## src/rtl/ssp_test_pkg.sv

```systemverilog
// Shared mode encodings and default constants for the SSP test/loopback engine.
package ssp_test_pkg;

    typedef enum logic [1:0] {
        MODE_BYPASS     = 2'b00,
        MODE_RX         = 2'b01,
        MODE_TX         = 2'b10,
        MODE_BYPASS_ALT = 2'b11
    } ssp_mode_e;

    localparam logic [31:0] DEF_PATTERN   = 32'hDEADBEEF;
    localparam logic [7:0]  DEF_MATCH_VAL = 8'hAD;

endpackage

```

## src/rtl/ssp_tick_gen.sv

```systemverilog
// Divide-by-DIV counter producing a one-cycle tick; clr restarts the count and suppresses that cycle's tick.
module ssp_tick_gen #(
    parameter int DIV = 8
) (
    input  logic clk,
    input  logic rst,
    input  logic clr,
    output logic tick
);

    localparam int CNT_W = (DIV > 1) ? $clog2(DIV) : 1;
    localparam logic [CNT_W-1:0] CNT_MAX = CNT_W'(DIV - 1);

    logic [CNT_W-1:0] cnt;

    always_ff @(posedge clk) begin
        if (rst || clr) begin
            cnt <= '0;
        end else if (cnt == CNT_MAX) begin
            cnt <= '0;
        end else begin
            cnt <= cnt + 1'b1;
        end
    end

    assign tick = (cnt == CNT_MAX) && !clr;

endmodule

```

## src/rtl/ssp_test_engine.sv

```systemverilog
// SSP test/loopback engine: bypass forwarding, self-clocked pattern transmit, receive with command match.
// Optional SSP_TEST_ERRCNT_EN adds a saturating receive bit-error counter (err_cnt).
module ssp_test_engine #(
    parameter int WORD_W  = 32,
    parameter int FRAME_W = 8,
    parameter int DIV     = 8,
    parameter int MATCH_W = 8,
    parameter logic [MATCH_W-1:0] MATCH_VAL = MATCH_W'(ssp_test_pkg::DEF_MATCH_VAL),
    parameter logic [WORD_W-1:0]  PATTERN   = WORD_W'(ssp_test_pkg::DEF_PATTERN)
) (
    input  logic              ck_1356meg,
    input  logic              rst,
    input  logic [1:0]        mode,
    input  logic              hi_ssp_clk,
    input  logic              hi_ssp_frame,
    input  logic              hi_ssp_din,
    input  logic              ssp_dout,
    output logic              ssp_clk,
    output logic              ssp_frame,
    output logic              ssp_din,
    output logic              matched,
    output logic [WORD_W-1:0] rx_word
`ifdef SSP_TEST_ERRCNT_EN
    ,
    output logic [15:0]       err_cnt
`endif
);
    import ssp_test_pkg::*;

    localparam int PH_W = $clog2(2 * FRAME_W);
    localparam logic [PH_W-1:0] PH_MAX = PH_W'(2 * FRAME_W - 1);

    function automatic logic [WORD_W-1:0] rotl(input logic [WORD_W-1:0] w);
        return {w[WORD_W-2:0], w[WORD_W-1]};
    endfunction

    logic [1:0]        mode_p1;
    logic              hi_clk_p1;
    logic              rx_vld_p1;
    logic [PH_W-1:0]   ph;
    logic [WORD_W-1:0] tx_word;
    logic              tick;
    logic              mode_chg;
    logic              is_tx;
    logic              is_rx;
    logic              rx_rise;

    assign mode_chg = (mode != mode_p1);
    assign is_tx    = (mode == MODE_TX);
    assign is_rx    = (mode == MODE_RX);
    assign rx_rise  = is_rx && hi_ssp_clk && !hi_clk_p1;

    ssp_tick_gen #(.DIV(DIV)) u_tick (
        .clk  (ck_1356meg),
        .rst  (rst),
        .clr  (mode_chg),
        .tick (tick)
    );

    // Stage p1: mode/edge history, SSP outputs, shift registers
    always_ff @(posedge ck_1356meg) begin
        if (rst) begin
            mode_p1   <= MODE_BYPASS;
            hi_clk_p1 <= 1'b0;
            rx_vld_p1 <= 1'b0;
            ph        <= '0;
            tx_word   <= '0;
            ssp_clk   <= 1'b0;
            ssp_frame <= 1'b0;
            ssp_din   <= 1'b0;
            matched   <= 1'b0;
            rx_word   <= '0;
        end else begin
            mode_p1   <= mode;
            hi_clk_p1 <= hi_ssp_clk;
            rx_vld_p1 <= rx_rise;

            if (rx_rise) begin
                rx_word <= {rx_word[WORD_W-2:0], ssp_dout};
            end

            if (is_tx) begin
                // Entering transmit parks the SSP lines low so the first tick is a clean rise
                if (mode_chg) begin
                    ph        <= '0;
                    tx_word   <= matched ? '1 : PATTERN;
                    ssp_clk   <= 1'b0;
                    ssp_frame <= 1'b0;
                    ssp_din   <= 1'b0;
                end else if (tick) begin
                    if (!ph[0]) begin
                        ssp_clk   <= 1'b1;
                        ssp_din   <= tx_word[WORD_W-1];
                        tx_word   <= rotl(tx_word);
                        ssp_frame <= (ph == '0);
                    end else begin
                        ssp_clk <= 1'b0;
                    end
                    ph <= (ph == PH_MAX) ? '0 : ph + 1'b1;
                end
            end else begin
                if (mode_chg) begin
                    ph <= '0;
                end
                ssp_clk   <= hi_ssp_clk;
                ssp_frame <= hi_ssp_frame;
                ssp_din   <= is_rx ? 1'b0 : hi_ssp_din;
            end

            // Match check looks at the word one cycle after it shifted, so it survives an rx->tx switch
            if (!is_tx && !is_rx) begin
                matched <= 1'b0;
            end else if (rx_vld_p1 && (rx_word[MATCH_W-1:0] == MATCH_VAL)) begin
                matched <= 1'b1;
            end
        end
    end

`ifdef SSP_TEST_ERRCNT_EN
    function automatic logic [15:0] sat_inc16(input logic [15:0] v);
        return (v == 16'hFFFF) ? v : v + 16'd1;
    endfunction

    logic [WORD_W-1:0] exp_word;
    logic [WORD_W-1:0] exp_cur;

    assign exp_cur = (is_rx && mode_chg) ? PATTERN : exp_word;

    // Stage p1: reference pattern and error count
    always_ff @(posedge ck_1356meg) begin
        if (rst) begin
            exp_word <= '0;
            err_cnt  <= '0;
        end else begin
            if (!is_tx && !is_rx) begin
                err_cnt <= '0;
            end else if (rx_rise && (ssp_dout != exp_cur[WORD_W-1])) begin
                err_cnt <= sat_inc16(err_cnt);
            end
            exp_word <= rx_rise ? rotl(exp_cur) : exp_cur;
        end
    end
`endif

endmodule

```

## config.mk

```make
export PLATFORM = sky130hd
export DESIGN_NAME = ssp_test_engine
export DESIGN_NICKNAME = d
export VERILOG_FILES = /design/src/rtl/ssp_test_pkg.sv /design/src/rtl/ssp_tick_gen.sv /design/src/rtl/ssp_test_engine.sv
export SDC_FILE = /design/constraint.sdc
export NUM_CORES = 1
export LEC_CHECK = 0
export ABC_CLOCK_PERIOD_IN_PS = 2400
export BUFFER_PORTS_ARGS = -buffer_cell sky130_fd_sc_hd__buf_2
export CORE_MARGIN = 5
export CORE_UTILIZATION = 45
export CTS_BUF_LIST = sky130_fd_sc_hd__clkbuf_2
export DETAILED_ROUTE_END_ITERATION = 10
export HOLD_SLACK_MARGIN = 0.1
export PLACE_DENSITY = 0.65
export SLEW_MARGIN = 5
export SYNTH_ARGS = -nofsm -noshare
export SYNTH_HDL_FRONTEND = slang
export SYNTH_SLANG_ARGS = --single-unit
```

## constraint.sdc

```tcl
create_clock -name ck_1356meg -period 2.4 [get_ports ck_1356meg]
set_clock_uncertainty 0.2 [all_clocks]
set_input_delay 0.48 -clock ck_1356meg [delete_from_list [all_inputs] [get_ports ck_1356meg]]
set_output_delay 0.48 -clock ck_1356meg [all_outputs]
set_load 0.1 [all_outputs]
```

==> results of run 1 <==
## Yosys cell counts (all sizes together), types with 2 or more instances
| library cell | n | share of area |
|---|---|---|
| a21oi | 36 | 0.060 |
| a31oi | 8 | 0.017 |
| and2 | 2 | 0.0042 |
| buf | 6 | 0.014 |
| clkbuf | 19 | 0.024 |
| dfxtp | 79 | 0.53 |
| ha | 6 | 0.025 |
| inv | 5 | 0.0063 |
| nand2 | 82 | 0.10 |
| nand2b | 3 | 0.0063 |
| nand3 | 5 | 0.010 |
| nor2 | 55 | 0.079 |
| nor2b | 2 | 0.0042 |
| nor3 | 30 | 0.050 |
| nor4 | 2 | 0.0063 |
| o21ai | 2 | 0.0034 |
| or2 | 2 | 0.0042 |
| xor2 | 3 | 0.0088 |
## path summary, 6_finish.rpt
check	from	end	slack, ps	cells past startpoint
setup / recovery	rx_word[2]	rx_word[2]	270	1
hold / removal	rst	ssp_din	200	3
setup reg to reg	u_tick.cnt[0]	tx_word[18]	310	6
hold reg to reg	u_tick.cnt[0]	u_tick.cnt[0]	250	1
## area by class of cell
| type | count | area, sq um |
|---|---|---|
| clock inverters | 7 | 85.1 |
| inverters | 5 | 18.8 |
| well taps | 77 | 96.3 |
| multi-input cells | 251 | 1270 |
| clock buffers | 9 | 45.0 |
| fillers | 598 | 2950 |
| repair buffers | 56 | 340 |
| flip-flops and latches | 79 | 1580 |
## metrics by stage
step | worst slack, ps | instance area (sq um) | std cells | utilization
finish | 268 | 3430 | 484 | 0.538
global placement | 324 | 3240 | 462 | 0.508
floorplan | 406 | 2980 | 360 | -
detailed placement | 293 | 3240 | 462 | 0.508
global route | 86.3 | 3430 | 484 | 0.538
CTS | 203 | 3430 | 484 | 0.538
## cells by family (layout without fill, tap and decap cells)
group,Yosys count,count (layout),share of synthesized area
AOI/OAI and AO/OA,53,53,0.104
xor gates and xnor gates,3,3,0.00882
adders and majority gates,6,6,0.0252
buffers and inverters,30,77,0.0449
DFF,79,79,0.531
muxes,2,2,0.00714
and+or+nand+nor,187,187,0.279
## power by group through the flow
stage                     Combinational (mW)  Sequential (mW)  Clock (mW)
final                                  0.165             1.37       0.775
after global routing                   0.185             1.38       0.867
after CTS                              0.165             1.38       0.810
after detailed placement               0.157             1.40           0
after global placement                 0.154             1.40           0
after floorplan                       0.0994             1.42           0
## state kept, by name, indices dropped and copies added, names as in the netlist
register    cells
ssp_frame       1
mode_p1         2
rx_vld_p1       1
matched         1
ssp_clk         1
tx_word        32
rx_word        32
ssp_din         1
ph              4
hi_clk_p1       1
u_tick.cnt      3
## per-layer routing
| metal | GRT usage | up-vias |
|---|---|---|
| li1 | - | 1275 |
| met1 | 0.184 | 1122 |
| met2 | 0.230 | 42 |
| met3 | 0.0661 | 13 |
| met4 | 0.0623 | 0 |
| met5 | 0 | - |
## timing repair
action / in CTS / in global routing
hold endpoints to repair: 8 / 0
buffers inserted: 0 / 0
hold buffers: 6 / 0
==> impl_summary.txt, run 1 <==
----------------------------------------------------
[Power]
  Power share of the combinational group ... 0.071
  Power share of the sequential group ... 0.594
  Worst vdd rail ir drop ... 0.000410 V
  Switching Share ... 0.277
  Total power per unit cell area ... 674 nW/um^2
  Leakage component of the power ... 1.40 nW
  Clock Power Share ... 0.335
  Psw ... 641 uW
  Overall power after layout ... 2.31 mW
  Internal power component ... 1.67 mW

[Placement]
  Half-perimeter wire length after detailed placement ... 3740 um
  Gpl congestion ... 0.788
  Buffers added on ports ... 43

[Clock network]
  Clk pin slew, worst setup/hold paths ... 260 ps
  Count of H-tree levels built during CTS ... 3
  Number of resized instances in the post-cts repair step ... 0
  Clock buffer count from CTS ... 9
  Clock Path Buffers ... 2
  TritonCTS clock tree ... built
  Total number of clock tree sinks ... 79
  Clock insertion delay at the later pin of the skew report ... 560 ps
  Root Driver ... clkbuf_2

[Synthesis]
  Net count of the mapped netlist ... 374
  Fraction of registers with async set/reset ... 0
  Most common flop cell mapped by yosys ... dfxtp_1
  Number of synthesis warnings ... 0
  Count of flip-flops with a built-in enable after synthesis ... 0
  Post-synthesis instance area ... 2980 sq um
  Number of instances in the synthesized netlist ... 360
  Average cell area after synthesis ... 8.28 sq um
  Part of the Yosys area used for sequential elements ... 0.531
  FF+latch count, synth ... 79
  Synth cell types ... 36

[Critical path]
  Critical path's largest stage delay ... 450 ps
  Combined buffer and inverter count along the critical path ... 1
  Standard cell with the maximum stage delay on the critical path ... buf_2
  Data required time at the worst endpoint ... 1720 ps
  Type of the worst setup path ... reg -> out
  Nature of the critical path endpoint ... output port
  Worst path top cell family by delay ... buffers and inverters
  Cell breakdown of the critical path ... buf_2
  Max FO, Critical Path ... 4
  Data arrival time at the worst-slack endpoint ... 1450 ps
  Setup crit start kind ... flip-flop

[Global routing]
  Global routing usage summed across all routing layers ... 0.150
  Vias in the first global route ... 2285
  Number of antenna violations at the first check in global routing ... 0
  Grt total ovfl ... 0
  Wire length of the first global-routing pass ... 10400 um
  Pin count of the biggest net entering global routing ... 79

[Drt]
  Sum of met3 wire segment lengths after detailed routing ... 365 um
  Number of DRC violations after detailed-routing iteration 0 ... 143
  Number of nets still failing antenna checks after routing ... 0
  Routed length on met1 ... 2860 um
  Vias per cell ... 5.07
  Post-detailed-route DRC marker count ... 0
  Mean routed wirelength per cell ... 12.4 um
  Met2 WL post-DR ... 2700 um
  WL final ... 6020 um
  Highest routed layer ... met4
  Vias ... 2452
  First-pass DRT Iterations ... 5

[Timing]
  Clock period minus worst slack ... 2130 ps
  Unrepaired setup endpoints after global routing ... false
  Slew Viols, Final ... 0
  Fmax ... 469 MHz
  Final hold violations ... 0
  Worst relative slew slack ... 0.598
  Final hold slack ... 196 ps
  Pin slew with the least headroom to its limit ... 603 ps
  Number of failing setup endpoints in the final timing report ... 0
  Setup TNS after final layout ... 0 ps
  Post-route clock period utilization ... 0.888

[Job]
  Max-capacitance violation count ... 0

[Final layout]
  Area growth from synthesis to layout ... 15.2%
  Layout cell share with drive strength beyond 1 ... 0.209
  Commonest non-fill, non-tap cell in the layout ... nand2_1
  Diode count ... 0
  Nets ... 416
  Most frequent cells in the layout ... nand2_1 (82), dfxtp_1 (79), nor2_1 (43), buf_2 (43), a21oi_1 (36)

[Die]
  Core outline area ... 6390 sq um
  Starting utilization of the core area ... 0.466
  Die extent in x ... 91.4 um
  Die Footprint ... 8350 sq um
  Num rows ... 29
  Top-Level Pins ... 44
  Die height ... 91.4 um

[Min path]
  Worst hold-check path type ... in -> reg

[Outcome]
  Status ... completed

----------------------------------------------------
Power figures use the tool's default switching activity.
==> inputs of run 2 (changes only) <==
CTS_BUF_LIST = sky130_fd_sc_hd__clkbuf_8   (was sky130_fd_sc_hd__clkbuf_2)
PLACE_DENSITY = 0.71   (was 0.65)
REMOVE_ABC_BUFFERS = 1   (was unset)
==> run 2 against run 1 <==
Effect of this change: combinational power decreased by 4%; final cell count decreased by 1.0%; cell area increased by 0.66%; setup slack improved by 50 ps; total power increased by 9.3%; register-to-register slack about the same.
==> impl_summary.txt, run 2 (same netlist as run 1, synthesis figures left out) <==
----------------------------------------------------
[Outcome]
  Status ... completed

[Power]
  Psw ... 641 uW
  Power share of the combinational group ... 0.063
  Leakage component of the power ... 1.40 nW
  Power share of the sequential group ... 0.541
  Switching Share ... 0.253
  Worst vdd rail ir drop ... 0.000493 V
  Internal power component ... 1.89 mW
  Total power per unit cell area ... 732 nW/um^2
  Overall power after layout ... 2.53 mW
  Clock Power Share ... 0.396

[Final layout]
  Diode count ... 0
  Commonest non-fill, non-tap cell in the layout ... nand2_1
  Regs by FF count ... rx_word x32, tx_word x32, ph x4
  Nets ... 411
  Area growth from synthesis to layout ... 16.0%
  Layout cell share with drive strength beyond 1 ... 0.214
  Most frequent cells in the layout ... nand2_1 (82), dfxtp_1 (79), nor2_1 (43), buf_2 (43), a21oi_1 (36)

[Min path]
  Worst hold-check path type ... in -> reg
  HP Start ... ssp_dout

[Timing]
  Post-route clock period utilization ... 0.868
  Number of failing setup endpoints in the final timing report ... 0
  Final hold slack ... 167 ps
  Slew Viols, Final ... 0
  Pin slew with the least headroom to its limit ... 595 ps
  Setup TNS after final layout ... 0 ps
  Final hold violations ... 0
  Worst relative slew slack ... 0.604
  Clock period minus worst slack ... 2080 ps
  Fmax ... 480 MHz
  Unrepaired setup endpoints after global routing ... false
  Setup slack of the critical path after layout ... 318 ps

[Global routing]
  Grt total ovfl ... 0
  Number of antenna violations at the first check in global routing ... 0
  Global routing met2 resource utilization ... 0.243
  Met3 Resource Use GR ... 0.0430
  Vias in the first global route ... 2384
  Met1 track utilization from global routing ... 0.188
  Wire length of the first global-routing pass ... 10600 um
  Pin count of the biggest net entering global routing ... 50
  Global routing usage summed across all routing layers ... 0.150
  Busiest layer in global routing ... met2

[Critical path]
  Combined buffer and inverter count along the critical path ... 0
  Startpoint of the lowest-slack register-to-register path ... u_tick.cnt[0]
  CP startpoint ... u_tick.cnt[0]
  Data required time at the worst endpoint ... 2470 ps
  Critical path's largest stage delay ... 460 ps
  Worst path top cell family by delay ... simple AND/OR/NAND/NOR gates
  Nature of the critical path endpoint ... flip-flop
  Max FO, Critical Path ... 24
  Register-to-register path setup slack ... 320 ps
  Type of the worst setup path ... reg -> reg
  Setup crit start kind ... flip-flop
  Standard cell with the maximum stage delay on the critical path ... o31a_2
  Data arrival time at the worst-slack endpoint ... 2150 ps
  Cell breakdown of the critical path ... ha_1 > ha_1 > nor2b_1 > o31a_2 > nor2_1 > nor3_1
  Dominant cell type by count on the critical path ... ha_1

[Die]
  Die extent in x ... 91.4 um
  Starting utilization of the core area ... 0.466
  Die Footprint ... 8350 sq um
  Num rows ... 29
  Core outline area ... 6390 sq um
  Top-Level Pins ... 44
  Die height ... 91.4 um

[Drt]
  Number of DRC violations after detailed-routing iteration 0 ... 177
  Post-detailed-route DRC marker count ... 0
  Mean routed wirelength per cell ... 12.4 um
  Vias ... 2453
  Number of nets still failing antenna checks after routing ... 0
  Vias per cell ... 5.12
  WL final ... 5960 um
  First-pass DRT Iterations ... 4

[Placement]
  Placement Setup Slack ... 263 ps
  Half-perimeter wire length after detailed placement ... 3970 um
  Gpl congestion ... 0.755
  Buffers added on ports ... 43

[Clock network]
  Clk pin slew, worst setup/hold paths ... 90 ps
  Total number of clock tree sinks ... 79
  Root Driver ... clkbuf_8
  Count of H-tree levels built during CTS ... 3
  Clock insertion delay at the later pin of the skew report ... 350 ps
  Number of resized instances in the post-cts repair step ... 0
  Clock buffer count from CTS ... 9
  Hold_buf cts ... 0
  Setup Fix Bufs, Post-CTS ... 0
  Clock Path Buffers ... 2
  TritonCTS clock tree ... built

[Job]
  Max-capacitance violation count ... 0

----------------------------------------------------
## run 2: cell types whose count changed in the layout (fill, tap and decap cells not counted), sizes merged
cell / delta
buf: +1
clkinvlp: +1
inv: -3
dlygate4sd3: -6
clkinv: +2
## run 2: layout make-up
cell class                 instances  area (sq um)
timing repair buffer              51           288
multi-input combinational        251          1270
tap                               77          96.3
sequential                        79          1580
clock buffer                       9           124
inverter                           5          18.8
fill                             599          2930
clock inverter                     7          81.3
## run 2: metal layers
layer / share of wire / vias to the layer above
li1: - / 1270
met1: 0.46 / 1117
met2: 0.46 / 55
met3: 0.065 / 11
met4: 0.016 / 0
met5: 0 / -
## run 2: through the flow
| step | utilization | cells | instance area, sq um |
|---|---|---|---|
| 2_1_floorplan | - | 335 | 2860 |
| 3_3_place_gp | 0.509 | 463 | 3250 |
| 3_5_place_dp | 0.509 | 463 | 3250 |
| 4_1_cts | 0.541 | 479 | 3460 |
| 5_1_grt | 0.541 | 479 | 3460 |
| 6_report | 0.541 | 479 | 3460 |
## run 2: worst reg2reg max path: cells and delay by family, from the launching register on
family / cells / cell delay (ps)
fa+ha+maj: 2 / 480
flops: 1 / 340
compound gates: 1 / 460
simple gates: 3 / 540
## run 2: final timing paths
kind,to,cells past startpoint
worst max register to register,tx_word[15],6
worst min-delay path,rx_word[0],3
worst min register to register,u_tick.cnt[0],1
worst max-delay path,tx_word[15],6
## run 2: power by group through the flow
stage / logic, mW / registers (mW) / clock network [mW]
global route: 0.179 / 1.37 / 1.08
finish: 0.158 / 1.37 / 1.00
global placement: 0.155 / 1.40 / 0
floorplan: 0.0769 / 1.42 / 0
detailed placement: 0.159 / 1.40 / 0
CTS: 0.159 / 1.37 / 1.02
